**config.mk**
```make
export PLATFORM = sky130hd
export DESIGN_NAME = mult_switch_feeder
export DESIGN_NICKNAME = d
export VERILOG_FILES = /design/src/rtl/mult_switch_feeder.sv
export SDC_FILE = /design/constraint.sdc
export NUM_CORES = 1
export LEC_CHECK = 0
export CORE_MARGIN = 5
export CORE_UTILIZATION = 55
export CTS_CLUSTER_DIAMETER = 80
export DETAILED_ROUTE_END_ITERATION = 6
export PLACE_DENSITY_LB_ADDON = 0.08
export SLEW_MARGIN = 20
export SYNTH_ARGS = -nofsm -noshare
export SYNTH_HDL_FRONTEND = slang
export SYNTH_SLANG_ARGS = --single-unit
```
**constraint.sdc**
```tcl
create_clock -name CLK -period 5.4 [get_ports CLK]
set_input_delay 0.54 -clock CLK [delete_from_list [all_inputs] [get_ports CLK]]
set_output_delay 0.54 -clock CLK [all_outputs]
set_load 0.03 [all_outputs]
```
**src/rtl/mult_switch_feeder.sv**
```systemverilog
// Feeds a multiplier switch: one stationary beat per job, then exactly len
// streaming beats drained in order from a small input FIFO.
module mult_switch_feeder #(
  parameter int unsigned DATA_W     = 16,
  parameter int unsigned LEN_W      = 8,
  parameter int unsigned FIFO_DEPTH = 4
) (
  input  logic              CLK,
  input  logic              rst_n,
  input  logic              i_cfg_valid,
  input  logic [DATA_W-1:0] i_cfg_stat,
  input  logic [LEN_W-1:0]  i_cfg_len,
  output logic              o_cfg_ready,
  input  logic              i_valid,
  input  logic [DATA_W-1:0] i_data,
  output logic              o_ready,
  output logic              o_valid,
  output logic [DATA_W-1:0] o_data,
  output logic              o_stationary,
  output logic              o_busy,
  output logic              o_done
);

  localparam int unsigned AW = $clog2(FIFO_DEPTH);
  localparam logic [AW:0]      PTR_ONE = {{AW{1'b0}}, 1'b1};
  localparam logic [LEN_W-1:0] LEN_ONE = {{(LEN_W-1){1'b0}}, 1'b1};

  typedef enum logic [1:0] {S_IDLE, S_LOAD, S_STREAM, S_DONE} state_t;

  state_t            state_q;
  logic [DATA_W-1:0] stat_q;
  logic [LEN_W-1:0]  len_q;
  logic [LEN_W-1:0]  acc_q;
  logic [LEN_W-1:0]  sent_q;
  logic [AW:0]       wptr_q;
  logic [AW:0]       rptr_q;
  logic [DATA_W-1:0] mem_q [FIFO_DEPTH];

  logic              valid_q;
  logic              stationary_q;
  logic [DATA_W-1:0] data_q;
  logic              done_q;

  logic fifo_empty;
  logic fifo_full;
  logic ready;
  logic push;
  logic pop;

  // Pointers carry one extra wrap bit so full and empty are distinguishable.
  always_comb begin
    fifo_empty = (wptr_q == rptr_q);
    fifo_full  = (wptr_q[AW] != rptr_q[AW]) &&
                 (wptr_q[AW-1:0] == rptr_q[AW-1:0]);
    ready      = ((state_q == S_LOAD) || (state_q == S_STREAM)) &&
                 !fifo_full && (acc_q < len_q);
    push       = i_valid && ready;
    pop        = (state_q == S_STREAM) && !fifo_empty;
  end

  assign o_cfg_ready  = (state_q == S_IDLE);
  assign o_busy       = (state_q != S_IDLE);
  assign o_ready      = ready;
  assign o_valid      = valid_q;
  assign o_stationary = stationary_q;
  assign o_data       = data_q;
  assign o_done       = done_q;

  always_ff @(posedge CLK) begin
    if (push) begin
      mem_q[wptr_q[AW-1:0]] <= i_data;
    end
  end

  always_ff @(posedge CLK or negedge rst_n) begin
    if (!rst_n) begin
      state_q      <= S_IDLE;
      stat_q       <= '0;
      len_q        <= '0;
      acc_q        <= '0;
      sent_q       <= '0;
      wptr_q       <= '0;
      rptr_q       <= '0;
      valid_q      <= 1'b0;
      stationary_q <= 1'b0;
      data_q       <= '0;
      done_q       <= 1'b0;
    end else begin
      done_q <= 1'b0;
      if (push) begin
        wptr_q <= wptr_q + PTR_ONE;
        acc_q  <= acc_q + LEN_ONE;
      end
      if (pop) begin
        rptr_q <= rptr_q + PTR_ONE;
        sent_q <= sent_q + LEN_ONE;
      end
      case (state_q)
        S_IDLE: begin
          valid_q      <= 1'b0;
          stationary_q <= 1'b0;
          if (i_cfg_valid) begin
            stat_q  <= i_cfg_stat;
            len_q   <= i_cfg_len;
            acc_q   <= '0;
            sent_q  <= '0;
            state_q <= S_LOAD;
          end
        end
        S_LOAD: begin
          valid_q      <= 1'b1;
          stationary_q <= 1'b1;
          data_q       <= stat_q;
          state_q      <= (len_q != '0) ? S_STREAM : S_DONE;
        end
        S_STREAM: begin
          valid_q      <= pop;
          stationary_q <= 1'b0;
          if (pop) begin
            data_q <= mem_q[rptr_q[AW-1:0]];
            if ((sent_q + LEN_ONE) == len_q) begin
              state_q <= S_DONE;
            end
          end
        end
        S_DONE: begin
          // The pulse registers here, so it is seen in the cycle after DONE.
          valid_q      <= 1'b0;
          stationary_q <= 1'b0;
          done_q       <= 1'b1;
          state_q      <= S_IDLE;
        end
        default: state_q <= S_IDLE;
      endcase
    end
  end

endmodule

```
### Word-level counts from Yosys, hierarchy flattened

Memory sizes are Yosys's and may differ from the RTL's.
Index checks and enable logic that the tools add are counted.
Widths: inputs -> output; s select.

| word-level totals | value |
|---|---|
| register bits | 67 |
| bits in writable memories | 64 |
| input bits | 44 |
| output and inout bits | 22 |
| word-level logic and storage cells | 62 |
| memories | 1 |

| operators by class | value |
|---|---|
| add/sub/neg operators | 4 |
| magnitude comparators | 1 |
| equality and inequality tests | 10 |
| mux-type cells | 18 |
| reduce and logical (&&, ||, !) cells | 17 |

Memory list:

| name | depth | bits a word | rd ports | clocked after memory_dff | wr ports | line | RTL |
|---|---|---|---|---|---|---|---|
| mem_q | 4 | 16 | 1 | 0 | 1 | 37 | `logic [DATA_W-1:0] mem_q [FIFO_DEPTH];` |

Operator list:

| cell | number |
|---|---|
| $mux 8 | 6 |
| $pmux 16 s2 | 1 |
| $add 8x1->8 const B | 2 |
| $mux 16 | 1 |
| $eq 8x8->1 | 1 |
| $lt 8x8->1 | 1 |
| $pmux 2 s4 | 1 |
| $reduce_bool 8->1 | 1 |
| $add 3x1->3 const B | 2 |
| $mux 2 | 3 |
| $logic_and 1x1->1 | 5 |
| $eq 2x2->1 const B | 2 |
| $mux 1 | 4 |
| $ne 2x2->1 const B | 2 |
| $reduce_and 2->1 | 2 |
| $reduce_bool 2->1 | 2 |
| $eq 3x3->1 | 1 |
| $pmux 1 s3 | 1 |
| $reduce_and 3->1 | 1 |
| $reduce_or 3->1 | 1 |
| $eq 2x1->1 const B | 1 |
| $eq 2x2->1 | 1 |
| $logic_not 1->1 | 2 |
| $logic_not 2->1 | 1 |
| 5 further kinds | 5 |

### Logic depth before layout (Yosys ltp)

Gate-level depths: netlist of the first run.

| depth | value |
|---|---|
| depth in word-level cells | 9 |
| gate-level depth with buffers | 8 |
| mapped depth without buffers | 8 |

### Least setup slack after synthesis of the first run

Ideal clock, no wire load.

| timing path | value |
|---|---|
| path kind | reg2reg |
| from | register len_q[4] |
| to | memory mem_q[3][0], enable pin |
| library setup time | 0.375 ns |
| arrival time | 1.984 ns |
| setup slack | 3.041 ns |
| stages on the path, launching flop included | 8 |
| clock period less this slack | 2.359 ns |
| path through | dfrtp_1 > inv_1 > ha_1 > o21a_1 > o211ai_1 > nor2_1 > a21oi_2 > and2_1 |

| between the ends | value |
|---|---|
| cells in the longest elaborated chain, start to end | 5 |

Ends and longest elaborated chain:

| element | line | RTL |
|---|---|---|
| start: declaration | 32 | `logic [LEN_W-1:0] len_q;` |
| start signal: assignment | 104 | `len_q <= i_cfg_len;` |
| $lt 8x8->1 | 56 | `!fifo_full && (acc_q < len_q);` |
| $logic_and 1x1->1 | 56 |  |
| $logic_and 1x1->1 | 57 | `push = i_valid && ready;` |
| $mux 1 | 70 | `if (push) begin` |
| $mux 1 (implied by the code) | 71 | `mem_q[wptr_q[AW-1:0]] <= i_data;` |
| end: declaration | 37 |  |

No other way between the ends.

### Worst setup path after layout of the first run

| timing path | value |
|---|---|
| from | register len_q[4] |
| to | output port o_ready |

| between the ends | value |
|---|---|
| cells in the longest elaborated chain, start to end | 2 |

Ends and longest elaborated chain:

| element | line | RTL |
|---|---|---|
| $lt 8x8->1 | 56 |  |
| $logic_and 1x1->1 | 56 |  |
| end: declaration | 16 | `output logic o_ready,` |

No other way between the ends.

==> results of run 1 <==
-- power groups by stage --
stage | registers [mW] | logic, mW | clock network, mW
after floorplan | 1.58 | 0.806 | 0
after global placement | 1.52 | 1.24 | 0
after detailed placement | 1.53 | 1.27 | 0
after CTS | 1.51 | 1.29 | 1.23
after global routing | 1.54 | 1.39 | 1.28
final | 1.51 | 1.27 | 1.21
-- cell families after synthesis --
kind of cell | count (synthesis)
AOI/OAI and AO/OA | 53
buffers and inverters | 34
adders and majority gates | 18
DFF | 131
muxes | 34
and+or+nand+nor | 154
xor gates and xnor gates | 26
-- layout by cell type, fill, tap and decap left out, types with 4 or more instances in the layout --
cell type	count
nand2_1	77
dfrtp_1	67
clkdlybuf4s50_1	64
edfxtp_1	64
nor2_1	33
a21oi_1	23
mux2i_1	18
ha_1	18
xnor2_1	17
inv_1	16
clkbuf_16	16
o21ai_0	12
mux4_2	10
xor2_1	8
inv_6	8
nand3_1	6
mux4_1	6
and2_1	5
nor4_1	4
nand2b_1	4
bufinv_16	4
buf_4	4
-- layer usage --
metal	up-vias	GRT usage [%]	share of wire, %	wire length [µm]
met3	14	4.60	4.6	559
met4	0	6.17	1.1	127
met1	1819	27.4	46	5540
met5	-	0	0	0
li1	1752	-	-	-
met2	83	31.4	48	5820
-- stage by stage --
step | worst slack (ns) | power (mW) | instances
finish | 2.07 | 3.99 | 669
global placement | 2.55 | 2.75 | 637
floorplan | 3.04 | 2.38 | 450
CTS | 2.04 | 4.03 | 669
global route | 1.88 | 4.21 | 669
detailed placement | 2.46 | 2.80 | 637
-- registers in the layout (all words and copies together), names as in the netlist --
| signal | cells |
|---|---|
| o_done | 1 |
| sent_q | 8 |
| rptr_q | 3 |
| state_q | 2 |
| o_data | 16 |
| stat_q | 16 |
| o_stationary | 1 |
| mem_q | 64 |
| len_q | 8 |
| o_valid | 1 |
| acc_q | 8 |
| wptr_q | 3 |
-- cell type report --
type                    count  area [µm²]  share of cell area (%)
clock inverters            15         214                    2.95
well taps                 136         170                    2.34
repair buffers             69         676                    9.30
flip-flops and latches    131        3600                    49.5
inverters                  16        60.1                   0.827
clock buffers              17         414                    5.70
multi-input cells         285        2130                    29.3
-- worst reg2reg max path: cells and delay by family, from the launching register on --
kind / cells / cell delay [ns]
simple gates: 3 / 1.10
flops: 1 / 0.86
compound gates: 1 / 0.38
xor+xnor: 1 / 0.22
-- worst paths after layout --
check                      cells after the start           to  slack (ns)       start
max                                            8      o_ready        2.07    len_q[4]
min                                            2     len_q[5]        0.21       rst_n
max reg2reg                                    5  mem_q[3][9]        2.48   rptr_q[1]
min reg2reg                                    2   stat_q[10]        0.48  stat_q[10]
max in group asynchronous                      2     len_q[6]        4.63       rst_n
min in group CLK                               2   stat_q[10]        0.48  stat_q[10]
==> summary.txt, run 1 <==
Worst setup path
  • Cell breakdown of the critical path: inv_1, ha_1, o21a_1, o211ai_1, nor2_1, nand2_1, and4_1, clkdlybuf4s50_1
  • CP Buf/Inv Count: 2
  • Crit. End Element: output port
  • Worst-path fanout max: 7
  • CP required: 4.86 ns
  • Max incr delay on CP: 0.59 ns
  • Cell family with most CP delay: simple AND/OR/NAND/NOR gates
  • Critical-path top delay cell: clkdlybuf4s50_1
  • CP Class: reg2out
  • Crit start category: flop
  • Arrival time of the worst setup path: between 2 and 3 ns

GRT
  • First-pass GRT wire length: roughly 20000 µm
  • Largest net degree at the start of global routing: between 60 and 70
  • Initial antenna violation count: 0
  • Overflow after GRT: 0
  • Gr usage total: a little under 20%
  • Vias in the first global route: approximately 3800

STA
  • Slew Limit Fails: 0
  • Final hold vios: 0
  • Post-route setup TNS: 0 ns
  • Setup Skew: just under 0.005 ns
  • # setup viols final: 0
  • Min cycle time layout: 3.33 ns
  • FMAX: between 300 and 400 MHz
  • Crit share post-route: 61.6%
  • Worst-Margin Slew: 0.870 ns
  • Worst hold slack: 0.214 ns
  • Relative slew slack: a little over two fifths
  • RSZ-0062 raised after global routing: false

Pwr
  • Switch share: between 30% and 40%
  • Pleak: 3.04 nW
  • Total power density per cell area: around 550 mW/mm²
  • Part of the power in combinational logic: 31.9%
  • Worst VDD drop: approximately 300 µV
  • Clk network pwr share: between 30% and 40%
  • Total net switching power: ~1.3 mW
  • Reg power frac: a little under two fifths
  • Internal: 2.64 mW

Placement
  • Placed Area: roughly 0.0066 mm²
  • RD Place Congestion: between 0.8 and 0.9
  • Port Buffer Count: 65
  • Detail Placement HPWL: just over 8000 µm

CTS
  • Post-CTS Setup Bufs: 0
  • Root buffer cell: clkbuf_8
  • Hold_buf cts: 0
  • CTS sink cnt: between 100 and 150
  • Maximum root-to-sink buffer count: 2
  • H-tree depth reported by CTS: 4
  • Clk_lat worst skew: between 0.5 and 0.6 ns
  • Clock buffer count from CTS: 17
  • CTS tree: done
  • Clock transition at path regs: approximately 0.06 ns
  • Post-CTS sizing: 0

Synthesis
  • Biggest area consumer among synthesized cells: edfxtp_1
  • Sequential area share after synthesis: between 60% and 70%
  • Share of async-settable or async-resettable flops after synthesis: approximately half
  • Post-synthesis compound-gate area fraction: about 6.1%
  • Simple-Gate Fraction of Synth Area: around an eighth
  • Top post-synthesis cells by count: nand2_1, dfrtp_1, edfxtp_1
  • Synth top area share: 32.7%
  • Netlist Area Pre-Place: approximately 0.0059 mm²
  • Synth Area in XOR/XNOR: around 4%
  • Cells after Synth: 450
  • Yosys cell types: 52
  • Post-synth EDFFs: between 60 and 70
  • Cell with the most instances after synthesis: nand2_1
  • Register bit count reported by yosys: 131
  • Synth Area in Adders: 3.83%
  • Top_reg_cell synth: dfrtp_1
  • Main combinational cell family by area after synthesis: simple AND/OR/NAND/NOR gates
  • Mean Syn Cell Area: roughly 13 µm²
  • Area contributors post-synth: edfxtp_1, dfrtp_1, nand2_1
  • Synthesis Warnings: 0
  • Mapped Nets: roughly 500
  • Mux cell area share after synthesis: around a tenth

Route
  • Post-DRT Antenna Nets: 0
  • Vias: 3668
  • DRC Markers: 0
  • DR pass1 iterations: 4
  • DRT iter0 DRCs: 200
  • Routed Wire Length: 12000 µm
  • Routed length per instance: around 18 µm
  • Vias/cell: 5.48

Finish
  • Finished Cell Area: around 0.0073 mm²
  • Area grow syn2layout: 23.6%
  • Layout cells sized above 1: between 10% and 20%
  • Ant. Diodes: 0
  • Fin nets: approximately 580
  • Core Util, Final: around 70%
  • Fillcell total: ~760

Floorplan
  • Core Box Area: ~0.010 mm²
  • Die W: ~110 µm
  • Die Area: approximately 0.013 mm²
  • Io pins: 66
  • Core Rows: 37
  • Die height: around 110 µm
  • Initial Util: a little under three fifths

Status
  • Status: finished clean

Run
  • Maximum capacitance violations: 0

Min path
  • Tightest Hold Check Type: in2async
No activity file was read; power rests on OpenSTA's default activity.
==> run 2: changes to the inputs <==
CORE_UTILIZATION = 51   (was 55)
clock period = 3 ns   (was 5.4 ns; I/O delays follow)
==> run 2 against run 1 <==
Compared with the run above:
- routed wire length decreased by 2.0%
- sequential share of layout area decreased by 0.068 points
- largest cell class unchanged
- non-clock buffer count increased by 8
- largest power group unchanged
- clock skew increased by 0.0048 ns
- flip-flop and latch count unchanged
- via count decreased by 1.9%
- first-iteration DRC count increased by 14%
- utilization decreased by 6.1 points
- global-route usage decreased by 1.9 points
- critical endpoint unchanged
==> summary.txt, run 2 (synthesized netlist as in run 1, its figures left out) <==
STA
  • Setup Skew: 0.00959 ns (was 0.00484 ns)
  • Worst-Margin Slew: 0.801 ns (was 0.870 ns)
  • Crit share post-route: a little over four fifths
  • FMAX: slightly below 400 MHz
  • Post-route setup TNS: 0 ns (unchanged)
  • RSZ-0062 raised after global routing: false (unchanged)
  • Worst hold slack: 0.400 ns (was 0.214 ns)
  • Relative slew slack: 46.5% (was 42.0%)
  • Min cycle time layout: 2.53 ns
  • Slew Limit Fails: 0 (unchanged)
  • Final hold vios: 0 (unchanged)
  • # setup viols final: 0 (unchanged)

Worst setup path
  • Crit start category: flop (unchanged)
  • CP required: 2.70 ns (was 4.86 ns)
  • Arrival time of the worst setup path: 2.23 ns (was 2.79 ns)
  • Worst-path fanout max: 7 (unchanged)
  • CP Class: reg2out (unchanged)
  • Crit. End Element: output port (unchanged)
  • Reg2reg setup slack: 0.51 ns (was 2.48 ns)

CTS
  • H-tree depth reported by CTS: 4 (unchanged)
  • Root buffer cell: clkbuf_16 (was clkbuf_8)
  • Clk_lat worst skew: 0.41 ns (was 0.51 ns)
  • CTS sink cnt: 131 (unchanged)
  • Post-CTS Setup Bufs: 0 (unchanged)
  • Maximum root-to-sink buffer count: 2 (unchanged)
  • Clock buffer count from CTS: 17 (unchanged)
  • CTS tree: done (unchanged)
  • Clock transition at path regs: 0.06 ns (about the same)

Finish
  • Fillcell total: 867 (was 757)
  • Non-Filler Instances: 684 (was 669)
  • Finished Cell Area: 0.00727 mm² (was 0.00726 mm²)
  • Fin nets: 590 (was 582)
  • Commonest non-fill, non-tap cell in the layout: nand2_1 (unchanged)
  • Core Util, Final: 64.0% (was 70.0%)
  • Area grow syn2layout: 23.8% (was 23.6%)
  • Number of flip-flops in the largest register: 64 (unchanged)
  • Ant. Diodes: 0 (unchanged)
  • Most frequent cells in the layout: nand2_1, dfrtp_1, edfxtp_1, clkdlybuf4s50_1, nor2_1 (was nand2_1, dfrtp_1, clkdlybuf4s50_1, edfxtp_1, nor2_1)
  • Layout cells sized above 1: 13.3% (was 11.8%)

Placement
  • Placed Area: 0.00669 mm² (was 0.00664 mm²)
  • RD Place Congestion: 0.835 (was 0.818)
  • Placed cells: 651 (was 637)
  • Detail Placement HPWL: 8120 µm (was 8150 µm)
  • Port Buffer Count: 65 (unchanged)

Route
  • Vias/cell: 5.26 (was 5.48)
  • Routed Wire Length: 11800 µm (was 12000 µm)
  • DR pass1 iterations: 6 (was 4)
  • Vias: 3599 (was 3668)
  • Post-DRT Antenna Nets: 0 (unchanged)
  • Routed length per instance: 17.3 µm (was 18.0 µm)
  • DRT iter0 DRCs: 229 (was 200)
  • DRC Markers: 0 (unchanged)

Floorplan
  • Core Rows: 39 (was 37)
  • Core Box Area: 0.0114 mm² (was 0.0104 mm²)
  • Die W: 117 µm (was 113 µm)
  • Die height: 117 µm (was 113 µm)
  • Die Area: 0.0138 mm² (was 0.0128 mm²)
  • Io pins: 66 (unchanged)
  • Initial Util: 51.7% (was 56.6%)

Pwr
  • Internal: 4.57 mW (was 2.64 mW)
  • Total net switching power: 2.40 mW (was 1.34 mW)
  • Clk network pwr share: 28.2% (was 30.3%)
  • Part of the power in combinational logic: 33.6% (was 31.9%)
  • Switch share: 34.5% (was 33.7%)
  • Total power density per cell area: 958 mW/mm² (was 549 mW/mm²)
  • Pleak: 3.05 nW (was 3.04 nW)
  • Reg power frac: 38.2% (was 37.8%)
  • Worst VDD drop: 844 µV (was 303 µV)

Status
  • Status: finished clean (unchanged)

GRT
  • Gr usage total: 17.9% (was 19.8%)
  • Largest net degree at the start of global routing: 47 (was 68)
  • Overflow after GRT: 0 (unchanged)
  • Initial antenna violation count: 0 (unchanged)
  • First-pass GRT wire length: 19400 µm (was 19500 µm)
  • Vias in the first global route: 3662 (was 3777)

Run
  • Maximum capacitance violations: 0 (unchanged)

Min path
  • Tightest Hold Check Type: in2async (unchanged)
run 2: repair_timing:
item                                    4_1_cts  5_1_grt
hold endpoints to repair                     22        0
hold buffers                                  1        0
resized for setup                             0        3
endpoints found under the setup margin        0        1
run 2: area by class of cell:
cell class | count | area (µm²) | area share, %
clock inverter | 15 | 140 | 1.93
tap | 143 | 179 | 2.46
inverter | 16 | 60.1 | 0.826
timing repair buffer | 77 | 741 | 10.2
multi-input combinational | 285 | 2130 | 29.3
clock buffer | 17 | 425 | 5.85
sequential | 131 | 3600 | 49.5
run 2: power by group through the flow:
stage	logic, mW	registers [mW]	clock network, mW
after CTS	2.38	2.67	2.01
after floorplan	1.45	2.84	0
after global placement	2.33	2.68	0
after detailed placement	2.37	2.70	0
final	2.34	2.66	1.97
after global routing	2.57	2.72	2.09
run 2: worst paths after layout:
| kind | cells past startpoint | end | startpoint |
|---|---|---|---|
| worst max-delay path | 7 | o_ready | len_q[4] |
| min in group CLK | 3 | stat_q[7] | i_cfg_stat[7] |
| worst min-delay path | 2 | sent_q[7] | rst_n |
| max in group asynchronous | 3 | stat_q[2] | rst_n |
| worst max register to register | 7 | mem_q[3][9] | state_q[0] |
| worst min register to register | 2 | stat_q[7] | stat_q[7] |
run 2: metal layers:
metal	wire (µm)	vias up	global-route usage [%]
li1	-	1773	-
met1	5660	1723	25.6
met2	5270	89	25.7
met3	771	14	6.69
met4	112	0	5.00
met5	0	-	0
run 2: per-stage QoR:
step           total power, mW  worst slack (ns)
2_1_floorplan             4.29             0.641
3_3_place_gp              5.01             0.542
3_5_place_dp              5.07             0.480
4_1_cts                   7.05            0.0156
5_1_grt                   7.38             0.323
6_report                  6.97             0.471
run 2: worst max-delay path, cell delays in order, from the launching register on:
cell            delay [ns]
dfrtp_1               0.39
inv_1                 0.08
ha_1                  0.23
nor4_1                0.35
o21ai_2               0.20
nand2_1               0.10
and4_1                0.18
dlymetal6s2s_1        0.28
==> run 3: changes to the inputs <==
CORE_UTILIZATION = 55   (was 51)
clock period = 2.5 ns   (was 3 ns; I/O delays follow)
==> run 3 against run 2 <==
Compared with the run above:
- final cell count unchanged
- clock skew decreased by 0.0016 ns
- combinational power increased by 30%
- sequential share of layout area decreased by 1.4 points
- non-clock buffer count increased by 7
- utilization increased by 8.2 points
- global-route usage increased by 3.3 points
- largest cell class unchanged
- largest power group unchanged
==> summary.txt, run 3 (synthesized netlist as in run 1, its figures left out) <==
Placement
  • Detail Placement HPWL: 8330 µm (was 8120 µm)
  • Post-Place Setup Slack: 0.288 ns (was 0.480 ns)
  • Placed Area: 0.00675 mm² (was 0.00669 mm²)
  • RD Place Congestion: 0.848 (was 0.835)
  • Port Buffer Count: 65 (unchanged)

STA
  • Final hold vios: 0 (unchanged)
  • Post-route setup TNS: 0 ns (unchanged)
  • Worst Setup Slack, final: 0.0795 ns (was 0.471 ns)
  • Setup Skew: 0.00801 ns (was 0.00959 ns)
  • Relative slew slack: 49.0% (was 46.5%)
  • # setup viols final: 0 (unchanged)
  • Worst-Margin Slew: 0.764 ns (was 0.801 ns)
  • Crit share post-route: 96.8%
  • Min cycle time layout: around 2.4 ns
  • FMAX: between 400 and 500 MHz
  • Slew Limit Fails: 0 (unchanged)

Finish
  • Finished Cell Area: 0.00748 mm² (was 0.00727 mm²)
  • Most frequent cells in the layout: nand2_1, dfrtp_1, edfxtp_1, clkdlybuf4s50_1, nor2_1 (unchanged)
  • Commonest non-fill, non-tap cell in the layout: nand2_1 (unchanged)
  • Fin nets: 597 (was 590)
  • Fillcell total: 722 (was 867)
  • Area grow syn2layout: 27.4% (was 23.8%)
  • Number of flip-flops in the largest register: 64 (unchanged)
  • Layout cells sized above 1: 16.1% (was 13.3%)
  • Ant. Diodes: 0 (unchanged)
  • FF+latch area: 0.00360 mm² (unchanged)
  • Area of the multi-input gates: 0.00217 mm² (was 0.00213 mm²)

CTS
  • CTS tree: done (unchanged)
  • H-tree depth reported by CTS: 4 (unchanged)
  • Clock transition at path regs: 0.06 ns (about the same)
  • Maximum root-to-sink buffer count: 2 (unchanged)
  • Clk_lat worst skew: 0.53 ns (was 0.41 ns)
  • Root buffer cell: clkbuf_8 (was clkbuf_16)
  • Clock buffer count from CTS: 17 (unchanged)
  • CTS sink cnt: 131 (unchanged)

GRT
  • Overflow after GRT: 0 (unchanged)
  • GR peak layer: met2 (unchanged)
  • Gr usage total: 21.2% (was 17.9%)
  • First-pass GRT wire length: 20500 µm (was 19400 µm)
  • Initial antenna violation count: 0 (unchanged)
  • Met1 usage: 29.5% (was 25.6%)
  • Grt met3 use: 5.35% (was 6.69%)
  • Met2 usage: 31.8% (was 25.7%)
  • Vias in the first global route: 3922 (was 3662)
  • Largest net degree at the start of global routing: 37 (was 47)

Floorplan
  • Initial Util: 56.6% (was 51.7%)
  • Core Rows: 37 (was 39)
  • Io pins: 66 (unchanged)
  • Core Box Area: 0.0104 mm² (was 0.0114 mm²)
  • Die height: 113 µm (was 117 µm)
  • Die W: 113 µm (was 117 µm)
  • Die Area: 0.0128 mm² (was 0.0138 mm²)

Route
  • DRC Markers: 0 (unchanged)
  • Routed Wire Length: 12600 µm (was 11800 µm)
  • Routed length per instance: 18.4 µm (was 17.3 µm)
  • Vias: 3746 (was 3599)
  • DRT iter0 DRCs: 286 (was 229)
  • DR pass1 iterations: 4 (was 6)
  • Vias/cell: 5.48 (was 5.26)
  • Post-DRT Antenna Nets: 0 (unchanged)

Worst setup path
  • Arrival time of the worst setup path: 2.17 ns (was 2.23 ns)
  • CP required: 2.25 ns (was 2.70 ns)
  • Worst-path fanout max: 7 (unchanged)
  • Crit start category: flop (unchanged)
  • CP Buf/Inv Count: 1 (was 2)
  • CP Class: reg2out (unchanged)
  • Critical-path top delay cell: dfrtp_1 (unchanged)
  • Cell family with most CP delay: simple AND/OR/NAND/NOR gates (unchanged)
  • Cell breakdown of the critical path: ha_2, nor4_2, o21ai_2, nand2_1, and4_4, buf_12 (was inv_1, ha_1, nor4_1, o21ai_2, nand2_1, and4_1, dlymetal6s2s_1)
  • Crit. End Element: output port (unchanged)
  • Max incr delay on CP: 0.44 ns (was 0.39 ns)

Pwr
  • Worst VDD drop: 1020 µV (was 844 µV)
  • Total power density per cell area: 1190 mW/mm² (was 958 mW/mm²)
  • Pleak: 3.14 nW (was 3.05 nW)

Min path
  • Tightest Hold Check Type: in2reg (was in2async)

Run
  • Maximum capacitance violations: 0 (unchanged)

Status
  • Status: finished clean (unchanged)
run 3: cell types whose count changed in the layout (fill, tap and decap cells not counted), moves of 2 or more:
cell | previous run | this run
inv_2 | 0 | 2
buf_12 | 0 | 5
ha_1 | 18 | 16
buf_4 | 11 | 14
inv_1 | 16 | 14
nor4_1 | 4 | 2
bufinv_16 | 1 | 4
run 3: area by class of cell:
cell class	instances	area share, %
tap	136	2.27
clock inverter	15	2.88
multi-input combinational	285	29.0
clock buffer	17	5.54
inverter	16	0.803
timing repair buffer	84	11.4
sequential	131	48.1
run 3: through the flow:
step / instances / power (mW) / utilization [%] / hold WS (ns)
2_1_floorplan: 450 / 5.15 / - / -0.0456
3_3_place_gp: 645 / 6.11 / 65.1 / 0.357
3_5_place_dp: 645 / 6.21 / 65.1 / 0.354
4_1_cts: 680 / 8.94 / 71.7 / 0.226
5_1_grt: 684 / 9.36 / 72.2 / 0.244
6_report: 684 / 8.89 / 72.2 / 0.252
run 3: what timing repair did:
action	4_1_cts	5_1_grt
buffers inserted	2	4
cloned	0	0
endpoints found under the hold margin	31	0
pin swaps	2	4
resized for setup	8	4
hold buffers	1	0
endpoints found under the setup margin	1	1
run 3: path summary, 6_finish.rpt:
path                               start           end  slack [ns]  cells after the start
max                             acc_q[3]       o_ready        0.08                      6
min                        i_cfg_stat[8]     stat_q[8]        0.25                      3
max reg2reg                     acc_q[3]  mem_q[2][14]        0.26                      7
min reg2reg                    stat_q[9]     stat_q[9]        0.47                      2
max in group asynchronous          rst_n     wptr_q[2]        1.51                      3
min in group asynchronous          rst_n     o_data[0]        0.34                      2
run 3: power by group:
part	internal (mW)	total, mW	switching [mW]
Sequential	2.85	3.21	0.358
Clock	1.65	2.63	0.977
Combinational	1.38	3.05	1.67
run 3: worst register-to-register path: cells and delay by family (launching register included):
kind	cells	cell delay, ns
AOI/OAI and AO/OA	2	0.37
DFF	1	0.44
buffers and inverters	2	0.41
adders and majority gates	1	0.23
and+or+nand+nor	2	0.47
run 3: routing by layer:
layer	wire, µm	share of wire [%]
met2	5840	46
met3	782	6.2
met1	5690	45
met4	295	2.3
met5	0	0
